===== config.mk =====
export PLATFORM = sky130hd
export DESIGN_NAME = symbol_sequencer
export DESIGN_NICKNAME = d
export VERILOG_FILES = /design/src/rtl/symbol_sequencer.sv
export SDC_FILE = /design/constraint.sdc
export NUM_CORES = 1
export LEC_CHECK = 0
export CAP_MARGIN = 15
export CORE_MARGIN = 5
export CORE_UTILIZATION = 62
export CTS_CLUSTER_DIAMETER = 200
export CTS_CLUSTER_SIZE = 12
export DETAILED_ROUTE_END_ITERATION = 10
export HOLD_SLACK_MARGIN = 0.15
export PLACE_DENSITY = 0.86
export SYNTH_ARGS = -nofsm -noshare
export SYNTH_HDL_FRONTEND = slang
export SYNTH_SLANG_ARGS = --single-unit

===== constraint.sdc =====
create_clock -name clk -period 10.4 [get_ports clk]
set_input_delay 2.08 -clock clk [delete_from_list [all_inputs] [get_ports clk]]
set_output_delay 2.08 -clock clk [all_outputs]
set_load 0.05 [all_outputs]

===== src/rtl/symbol_sequencer.sv =====
// rtl/symbol_sequencer.sv - memory-game sequencer: shows a growing random symbol
// sequence, then checks the player's replay of it one entry at a time.
module symbol_sequencer #(
    parameter int         MAX_LEN    = 16,
    parameter int         SHOW_TICKS = 30,
    parameter int         GAP_TICKS  = 15,
    parameter logic [9:0] X0         = 10'd304,
    parameter logic [9:0] Y0         = 10'd224
) (
    input  logic       clk,
    input  logic       reset,
    input  logic       tick,
    input  logic       start,
    input  logic       btn_valid,
    input  logic [2:0] btn_sym,
    output logic [2:0] value,
    output logic [9:0] top_left_x,
    output logic [9:0] top_left_y,
    output logic       sym_en,
    output logic [4:0] level,
    output logic       fail,
    output logic       win
);
    localparam int IW   = (MAX_LEN > 1) ? $clog2(MAX_LEN) : 1;
    localparam int CMAX = (SHOW_TICKS > GAP_TICKS) ? SHOW_TICKS : GAP_TICKS;
    localparam int CW   = $clog2(CMAX + 1);

    typedef enum logic [2:0] {IDLE, GEN, SHOW, GAP, WAIT_IN, ECHO, FAIL, WIN} state_t;

    state_t         state, state_n;
    logic [4:0]     len, len_n, idx, idx_n;
    logic [CW-1:0]  cnt, cnt_n;
    logic [15:0]    lfsr;
    logic [2:0]     value_n;
    logic           sym_en_n, fail_n, win_n, mem_we;
    logic [1:0]     shown;
    logic [1:0]     mem [MAX_LEN];

    assign top_left_x = X0;
    assign top_left_y = Y0;
    assign level      = len;

    always_comb begin
        state_n  = state;
        len_n    = len;
        idx_n    = idx;
        cnt_n    = cnt;
        fail_n   = fail;
        win_n    = win;
        mem_we   = 1'b0;
        case (state)
            IDLE, FAIL, WIN: begin
                if (start) begin
                    len_n   = 5'd0;
                    fail_n  = 1'b0;
                    win_n   = 1'b0;
                    state_n = GEN;
                end
            end
            GEN: begin
                mem_we  = 1'b1;
                len_n   = len + 5'd1;
                idx_n   = 5'd0;
                cnt_n   = '0;
                state_n = SHOW;
            end
            SHOW: begin
                if (tick) begin
                    if (cnt == CW'(SHOW_TICKS - 1)) begin
                        cnt_n   = '0;
                        state_n = GAP;
                    end else begin
                        cnt_n = cnt + CW'(1);
                    end
                end
            end
            GAP: begin
                if (tick) begin
                    if (cnt == CW'(GAP_TICKS - 1)) begin
                        cnt_n = '0;
                        if (idx == len - 5'd1) begin
                            idx_n   = 5'd0;
                            state_n = WAIT_IN;
                        end else begin
                            idx_n   = idx + 5'd1;
                            state_n = SHOW;
                        end
                    end else begin
                        cnt_n = cnt + CW'(1);
                    end
                end
            end
            WAIT_IN: begin
                if (btn_valid) begin
                    if (btn_sym == {1'b0, mem[idx[IW-1:0]]}) begin
                        state_n = ECHO;
                    end else begin
                        state_n = FAIL;
                        fail_n  = 1'b1;
                    end
                end
            end
            ECHO: begin
                if (tick) begin
                    if (cnt == CW'(SHOW_TICKS - 1)) begin
                        cnt_n = '0;
                        if (idx < len - 5'd1) begin
                            idx_n   = idx + 5'd1;
                            state_n = WAIT_IN;
                        end else if (len == 5'(MAX_LEN)) begin
                            state_n = WIN;
                            win_n   = 1'b1;
                        end else begin
                            state_n = GEN;
                        end
                    end else begin
                        cnt_n = cnt + CW'(1);
                    end
                end
            end
            default: state_n = IDLE;
        endcase

        // The symbol being written this cycle is not in mem yet, so bypass it.
        shown = (mem_we && idx_n == len) ? lfsr[1:0] : mem[idx_n[IW-1:0]];

        sym_en_n = (state_n == SHOW) || (state_n == ECHO) || (state_n == FAIL);
        value_n  = 3'd4;
        if (state_n == SHOW) begin
            value_n = {1'b0, shown};
        end else if (state_n == ECHO) begin
            value_n = (state == ECHO) ? value : btn_sym;
        end
    end

    always_ff @(posedge clk or posedge reset) begin
        if (reset) begin
            state  <= IDLE;
            len    <= 5'd0;
            idx    <= 5'd0;
            cnt    <= '0;
            lfsr   <= 16'hACE1;
            value  <= 3'd4;
            sym_en <= 1'b0;
            fail   <= 1'b0;
            win    <= 1'b0;
        end else begin
            state  <= state_n;
            len    <= len_n;
            idx    <= idx_n;
            cnt    <= cnt_n;
            lfsr   <= {lfsr[14:0], lfsr[15] ^ lfsr[13] ^ lfsr[12] ^ lfsr[10]};
            value  <= value_n;
            sym_en <= sym_en_n;
            fail   <= fail_n;
            win    <= win_n;
        end
    end

    always_ff @(posedge clk) begin
        if (mem_we) begin
            mem[len[IW-1:0]] <= lfsr[1:0];
        end
    end
endmodule


==> results of run 1 <==
-- cell type report --
| type | instances | area [µm²] |
|---|---|---|
| inverter | 17 | 63.8 |
| clock inverter | 4 | 25.0 |
| sequential | 72 | 1970 |
| tap | 77 | 96.3 |
| multi-input combinational | 262 | 1870 |
| clock buffer | 12 | 166 |
| fill | 445 | 1970 |
| timing repair buffer | 19 | 188 |
-- per-layer routing --
| layer | GRT usage, % | vias up | wire length, µm |
|---|---|---|---|
| met5 | 0 | - | 0 |
| met4 | 9.29 | 0 | 211 |
| met3 | 4.83 | 22 | 673 |
| met2 | 33.2 | 145 | 4090 |
| met1 | 30.1 | 1393 | 3710 |
| li1 | - | 1338 | - |
-- power by group --
part	internal, W	total (W)	switching [W]
clock	0.000107	0.000213	0.000105
combinational	0.000149	0.000379	0.000230
sequential	0.000327	0.000387	0.0000601
-- metrics by stage --
stage	total power, W	area (µm²)	hold slack (ps)	cells	setup slack [ps]
global placement	0.000753	4190	335	447	5350
finish	0.000979	4380	350	463	5480
CTS	0.000979	4380	351	463	5530
global route	0.00104	4380	363	463	5160
detailed placement	0.000765	4190	335	447	5220
floorplan	0.000681	4120	331	386	6340
-- logic make-up after synthesis --
group                    after synthesis  synth area share, %
flip-flops                            72                 48.7
adder cells (fa/ha/maj)               14                 4.32
AND/OR/NAND/NOR                      124                 15.6
XOR/XNOR                              11                 2.38
other                                  2                0.185
buffers and inverters                 52                 6.92
multiplexers                          14                 6.64
AO/OA/AOI/OAI                         79                 15.3
-- Yosys cell counts (5+ instances only) --
master / number / share of area, %
o21ai_1: 10 / 1.2
inv_1: 12 / 1.1
nor2_1: 20 / 1.9
nor3_1: 7 / 0.86
nand2b_1: 7 / 1.1
buf_4: 22 / 4.1
a311oi_1: 6 / 1.3
o31ai_1: 5 / 0.93
dfrtp_1: 31 / 19
xnor2_1: 8 / 1.7
nand2_1: 38 / 3.5
edfxtp_1: 32 / 24
and2_1: 8 / 1.2
ha_1: 14 / 4.3
mux4_2: 9 / 5.0
a21boi_0: 11 / 2.0
and3_1: 9 / 1.4
nand3_1: 15 / 1.9
inv_2: 5 / 0.46
dfstp_2: 9 / 5.8
clkbuf_1: 10 / 0.93
-- final timing paths --
kind                                from        to  cells after the start
worst max-delay path                tick  value[0]                     10
worst min-delay path             lfsr[2]   lfsr[3]                      0
worst max register to register  level[2]  value[0]                     12
worst min register to register   lfsr[2]   lfsr[3]                      0
max in group asynchronous          reset   lfsr[5]                      3
min in group asynchronous          reset       win                      3
-- sequential cells by signal, indices dropped and copies added (netlist names) --
name    flops
fail        1
value       3
win         1
state       3
lfsr       16
sym_en      1
mem        32
idx         5
cnt         5
level       5
-- worst max-delay path: cells and delay by family --
family	cells	cell delay (ps)
AO/OA/AOI/OAI	3	670
buffers and inverters	1	520
AND/OR/NAND/NOR	6	1870
==> results.json, run 1 <==
{
  "final_util_pct": 69.0,
  "firstDrtPassIters": 5,
  "synth_edf_count": 32,
  "final_nets": 403,
  "clk_pin_slew_ps": 70,
  "cp.required_ps": 10640,
  "cts-buffers-inserted": 9,
  "final_common_cell": "nand2_1",
  "max_freq_mhz": 203,
  "start_kind": "input pin",
  "initial_core_util_pct": 63.8,
  "cp_slowest_cell": "or3_1",
  "setup_viol": 0,
  "synth_seq_area_share_pct": 48.7,
  "final_cell_mix": "38 x nand2_1, 32 x edfxtp_1, 31 x dfrtp_1",
  "num_rows": 29,
  "clock_skew_ps": 9.05,
  "cpMostUsedCell": "nand2_1",
  "ys_async_sr_fraction_pct": 55.6,
  "gp_congestion": 0.884,
  "synth_warnings": 0,
  "drv_slew": 0,
  "cts.path.max_buffers": 2,
  "area_delta_synth_final_pct": 8.06,
  "critPathKind": "input pin to register",
  "vias": 2898,
  "routedWlPerCell_um": 18.7,
  "hp-class": "register to register",
  "rsz0062_at_grt": "false",
  "ctsResizeCount": 0,
  "critical_path.cell_chain": "clkdlybuf4s50_1, and3_1, nand3_1, nor4_2, or3_1, nand2_1, a21boi_0, a311oi_1, o31ai_1, nand2_1",
  "fin_tns_setup_ps": 0,
  "routed_wirelength_mm": 8.68,
  "grt_pass1_wl_mm": 14.3,
  "die_h_um": 90.9,
  "rrSetupSlack_ps": 6290,
  "slowest_delay_ps": 610,
  "layout-drive-gt1-share_pct": 11.9,
  "outcome": "complete, no violations",
  "min_period_ps": 4920,
  "cts_setup_buffers": 0,
  "end_kind": "register",
  "coreArea_um2": 6350,
  "relSlewSlack_pct": 48.4,
  "antennaDiodeCount": 0,
  "grt_max_degree": 41,
  "ios": 39,
  "worst_pin_slew_ps": 773,
  "numPortBuffers": 18,
  "ant_nets": 0,
  "die_w_um": 90.9,
  "hold_buffers": 0,
  "crit_fanout": 23,
  "drc": 0,
  "hold_viol": 0,
  "power_density_nw_per_um2": 224,
  "min_period_over_period_pct": 47.3,
  "worstPathArrival_ps": 5160,
  "synth_cell_types": 62,
  "ys_ff_latch": 72,
  "synth_area_per_cell_um2": 11.0,
  "cap_violations": 0,
  "antenna_found_initial": 0,
  "grt.total_usage_pct": 21.8,
  "cts_sinks": 72,
  "grt_pass1_vias": 2777,
  "hpwl_mm": 6.05,
  "cts-htree-levels": 3,
  "tritoncts": "built",
  "overflow": 0,
  "clk_latency_ps": 350,
  "cts-root-buf": "clkbuf_8",
  "viasPerCell": 6.26,
  "synth_area_um2": 4050,
  "synthCells": 368,
  "ir_worst_vdd_uv": 143,
  "dieArea_um2": 8250,
  "drt_iter0_drc": 265,
  "power_leakage_nw": 1.75,
  "synthFlopType": "edfxtp_1"
}
Note: power is estimated with default switching activity, not from simulation.
==> run 2: changes to the inputs <==
--- a/config.mk
+++ b/config.mk
@@ -7,12 +7,12 @@
 export LEC_CHECK = 0
 export CAP_MARGIN = 15
 export CORE_MARGIN = 5
-export CORE_UTILIZATION = 62
+export CORE_UTILIZATION = 57
 export CTS_CLUSTER_DIAMETER = 200
 export CTS_CLUSTER_SIZE = 12
 export DETAILED_ROUTE_END_ITERATION = 10
 export HOLD_SLACK_MARGIN = 0.15
-export PLACE_DENSITY = 0.86
+export PLACE_DENSITY = 0.8
 export SYNTH_ARGS = -nofsm -noshare
 export SYNTH_HDL_FRONTEND = slang
 export SYNTH_SLANG_ARGS = --single-unit
==> constraint.sdc (replaced) <==
create_clock -name clk -period 4.87 [get_ports clk]
set_input_delay 0.974 -clock clk [delete_from_list [all_inputs] [get_ports clk]]
set_output_delay 0.974 -clock clk [all_outputs]
set_load 0.05 [all_outputs]
==> run 2 against run 1 <==
  * Final cell count grew 4.3%
  * Sequential power rose by 110%
  * Design area is 1.0% higher
==> results.json, run 2 (synthesis results as in run 1) <==
{
  "hp-class": "register to register",
  "coreArea_um2": 6870,
  "num_rows": 30,
  "max_freq_mhz": 242,
  "outcome": "complete, no violations",
  "power_leakage_nw": 1.76,
  "overflow": 0,
  "ios": 39,
  "cp_num_buf_inv": 1,
  "die_w_um": 94.3,
  "crit_fanout": 23,
  "area_delta_synth_final_pct": 9.17,
  "cts-buffers-inserted": 9,
  "cp.required_ps": 5100,
  "final_common_cell": "nand2_1",
  "end_kind": "register",
  "relSlewSlack_pct": 48.1,
  "dieArea_um2": 8900,
  "hpwl_mm": 6.16,
  "holdWs_ps": 357,
  "cts-root-buf": "clkbuf_8",
  "ctsResizeCount": 0,
  "ant_nets": 0,
  "tritoncts": "built",
  "nFillCells": 542,
  "numPortBuffers": 18,
  "routedWlPerCell_um": 18.1,
  "postLayoutCellArea_um2": 4420,
  "critPathTopFamily": "simple AND/OR/NAND/NOR gates",
  "grt_pass1_wl_mm": 14.2,
  "cap_violations": 0,
  "drt_iter0_drc": 273,
  "cts.path.max_buffers": 2,
  "drc": 0,
  "ir_worst_vdd_uv": 286,
  "viasPerCell": 6.04,
  "dpl-instance-area_um2": 4220,
  "clk_latency_ps": 350,
  "gp_congestion": 0.919,
  "firstDrtPassIters": 5,
  "hold_buffers": 0,
  "initial_core_util_pct": 59.0,
  "worst_pin_slew_ps": 777,
  "power_density_nw_per_um2": 479,
  "critical_path.cell_chain": "inv_1, ha_1, xnor2_1, ha_1, a211oi_1, nor2_1, nor4_2, or3_1, nand2_1, a211oi_1, a311oi_1, o31ai_1, nand2_1",
  "antennaDiodeCount": 0,
  "grt_max_degree": 41,
  "setup_viol": 0,
  "fin_tns_setup_ps": 0,
  "routed_wirelength_mm": 8.74,
  "clk_pin_slew_ps": 70,
  "clock_skew_ps": 14.7,
  "multi_input_area_um2": 1870,
  "grt.total_usage_pct": 21.1,
  "hold_viol": 0,
  "grt_pass1_vias": 2844,
  "cp_slowest_cell": "or3_1",
  "rsz0062_at_grt": "false",
  "drv_slew": 0,
  "largest_reg_flops": 32,
  "final_nets": 404,
  "cts_sinks": 72,
  "min_period_over_period_pct": 84.9,
  "cts-htree-levels": 3,
  "worstPathArrival_ps": 4360,
  "seq_area_um2": 1970,
  "cts_setup_buffers": 0,
  "min_period_ps": 4130,
  "die_h_um": 94.3,
  "vias": 2915,
  "start_kind": "register",
  "antenna_found_initial": 0,
  "layout-drive-gt1-share_pct": 12.7,
  "critPathKind": "register to register",
  "final_cell_mix": "38 x nand2_1, 32 x edfxtp_1, 31 x dfrtp_1",
  "slowest_delay_ps": 610
}
[run 2: path summary, 6_finish.rpt]
kind	startpoint	endpoint	slack (ps)	cells past startpoint
min in group asynchronous	reset	cnt[0]	1050	3
max	level[0]	value[0]	740	13
min reg2reg	lfsr[4]	lfsr[5]	360	0
max reg2reg	level[0]	value[0]	740	13
min	lfsr[4]	lfsr[5]	360	0
max in group asynchronous	reset	lfsr[10]	3450	3
[run 2: routing by layer]
metal / GRT usage, % / share of wire (%) / vias to the layer above
met5: 0 / 0 / -
met4: 7.94 / 2.3 / 0
met3: 4.33 / 7.4 / 23
met2: 33.5 / 47 / 145
met1: 28.5 / 43 / 1404
li1: - / - / 1343
[run 2: where the power goes]
part / total (W) / internal [W] / switching, W
Clock: 0.000479 / 0.000252 / 0.000226
Combinational: 0.000824 / 0.000323 / 0.000501
Sequential: 0.000817 / 0.000699 / 0.000118
[run 2: cell type report]
type                            instances  share of cell area, %
Inverter                               17                   1.44
Multi-Input combinational cell        262                   42.2
Timing Repair Buffer                   20                   4.41
Sequential cell                        72                   44.6
Tap cell                               96                   2.71
Clock buffer                           10                   3.11
Clock inverter                          6                   1.53
[run 2: stage by stage]
stage / instances / power [W] / setup slack [ps] / util, %
detailed placement: 467 / 0.00164 / 748 / 61.4
global placement: 467 / 0.00162 / 900 / 61.4
global route: 483 / 0.00226 / 371 / 64.4
finish: 483 / 0.00212 / 736 / 64.4
CTS: 483 / 0.00212 / 779 / 64.4
floorplan: 386 / 0.00145 / 1180 / -
==> run 3: changes to the inputs <==
--- a/config.mk
+++ b/config.mk
@@ -7,12 +7,12 @@
 export LEC_CHECK = 0
 export CAP_MARGIN = 15
 export CORE_MARGIN = 5
-export CORE_UTILIZATION = 57
+export CORE_UTILIZATION = 52
 export CTS_CLUSTER_DIAMETER = 200
 export CTS_CLUSTER_SIZE = 12
 export DETAILED_ROUTE_END_ITERATION = 10
 export HOLD_SLACK_MARGIN = 0.15
-export PLACE_DENSITY = 0.8
+export PLACE_DENSITY = 0.76
 export SYNTH_ARGS = -nofsm -noshare
 export SYNTH_HDL_FRONTEND = slang
 export SYNTH_SLANG_ARGS = --single-unit
==> constraint.sdc (replaced) <==
create_clock -name clk -period 3.7 [get_ports clk]
set_input_delay 0.74 -clock clk [delete_from_list [all_inputs] [get_ports clk]]
set_output_delay 0.74 -clock clk [all_outputs]
set_load 0.05 [all_outputs]
==> run 3 against run 2 <==
  * Sequential power is 26% higher
  * Sequential share of layout area is 1.4 points lower
  * Clock-buffer cell count stayed put
  * Highest routed layer unchanged
  * Global-route usage is 2.0 points lower
  * Combinational power is 43% higher
  * First-iteration DRC count is 7.0% lower
==> results.json, run 3 (synthesis results as in run 1) <==
{
  "r2r_end": "value[0]",
  "min_period_ps": 3440,
  "clock_skew_ps": 10.2,
  "setup_viol": 0,
  "critical_path.cell_chain": "inv_1, ha_1, nand2_1, xnor2_1, ha_1, and4_1, nand2_1, and3_1, or3_1, buf_4, a32oi_1, a21boi_0, a311oi_1, o31ai_1, nand2_1",
  "drv_slew": 0,
  "antennaDiodeCount": 0,
  "hpwl_mm": 6.55,
  "clk_pin_slew_ps": 70,
  "cpMostUsedCell": "nand2_1",
  "outcome": "complete, no violations",
  "hp-class": "register to register",
  "drt_iter0_drc": 254,
  "final_nets": 416,
  "grt.total_usage_pct": 19.0,
  "num_rows": 32,
  "r2r-start": "level[1]",
  "cp.required_ps": 3910,
  "relSlewSlack_pct": 60.7,
  "ir_worst_vdd_uv": 211,
  "start_kind": "register",
  "die_w_um": 98.3,
  "cts-root-buf": "clkbuf_8",
  "ios": 39,
  "final_common_cell": "nand2_1",
  "area_delta_synth_final_pct": 12.6,
  "cts.path.max_buffers": 2,
  "power_w": 0.00282,
  "hold_viol": 0,
  "gp_congestion": 0.849,
  "dieArea_um2": 9660,
  "coreArea_um2": 7650,
  "fin_tns_setup_ps": 0,
  "power_leakage_nw": 1.83,
  "largest_reg_flops": 32,
  "worstPathArrival_ps": 3660,
  "hold_path_end": "lfsr[15]",
  "antenna_found_initial": 0,
  "dpl-instance-area_um2": 4300,
  "max_freq_mhz": 290,
  "critPathKind": "register to register",
  "dpl.cell_count": 483,
  "slowest_delay_ps": 420,
  "viasPerCell": 5.76,
  "grt_pass1_wl_mm": 14.5,
  "initial_core_util_pct": 53.0,
  "final_cell_mix": "38 x nand2_1, 32 x edfxtp_1, 31 x dfrtp_1",
  "final_util_pct": 59.7,
  "drc": 0,
  "tritoncts": "built",
  "rrSetupSlack_ps": 260,
  "clk_latency_ps": 340,
  "cts-buffers-inserted": 9,
  "cts-htree-levels": 3,
  "cp_slowest_cell": "or3_1",
  "end_kind": "register",
  "hold_buffers": 0,
  "firstDrtPassIters": 4,
  "ant_nets": 0,
  "hold_start": "lfsr[14]",
  "numPortBuffers": 18,
  "min_period_over_period_pct": 93.1,
  "die_h_um": 98.3,
  "routed_wirelength_mm": 8.95,
  "instances_no_fill": 501,
  "rsz0062_at_grt": "false",
  "postLayoutCellArea_um2": 4560,
  "cp_num_buf_inv": 2,
  "crit_fanout": 20,
  "vias": 2886,
  "layout-drive-gt1-share_pct": 16.0,
  "hold_depth": 0,
  "ff2ff_path_depth": 15,
  "power_density_nw_per_um2": 617,
  "grt_pass1_vias": 2823,
  "cts_sinks": 72,
  "critPathTopFamily": "simple AND/OR/NAND/NOR gates",
  "overflow": 0,
  "grt_max_degree": 28,
  "cap_violations": 0,
  "routedWlPerCell_um": 17.9,
  "worst_pin_slew_ps": 589
}
run 3: cell count changes in the layout (fill, tap and decap cells not counted), sizes merged:
cell,delta
inv,-1
clkinvlp,+1
buf,+12
run 3: worst max path at each step:
| stage | start | to | cells past startpoint |
|---|---|---|---|
| finish | level[1] | value[0] | 15 |
| global route | level[1] | value[0] | 15 |
| CTS | level[0] | value[0] | 14 |
| detailed placement | level[0] | value[0] | 14 |
| global placement | level[1] | value[1] | 14 |
| floorplan | level[0] | value[0] | 15 |
run 3: layout make-up:
class                      count  area (µm²)
clock buffer                  10         128
clock inverter                 6        61.3
fill                         644        3080
inverter                      17        63.8
multi-input combinational    262        1900
sequential                    72        1970
tap                          102         128
timing repair buffer          32         305
run 3: timing repair:
item / in CTS / in global routing
buffers inserted: 0 / 1
endpoints found under the setup margin: 0 / 2
hold endpoints to repair: 0 / 0
gates resized for setup: 0 / 7
run 3: metrics by stage:
stage / setup slack (ps) / hold WS [ps]
after floorplan: 6.65 / 331
after global placement: 314 / 334
after detailed placement: 225 / 338
after CTS: 188 / 356
after global routing: 45.3 / 361
final: 256 / 354
run 3: power by group:
part / internal, W / switching (W) / leakage (nW) / total, W
combinational: 0.000469 / 0.000716 / 0.935 / 0.00118
sequential: 0.000921 / 0.000111 / 0.795 / 0.00103
clock: 0.000309 / 0.000289 / 0.0960 / 0.000599
run 3: metal layers:
metal / share of wire (%) / vias to the layer above / GRT usage, %
li1: - / 1377 / -
met1: 42 / 1406 / 24.8
met2: 51 / 97 / 31.0
met3: 6.0 / 6 / 4.50
met4: 0.78 / 0 / 7.04
met5: 0 / - / 0
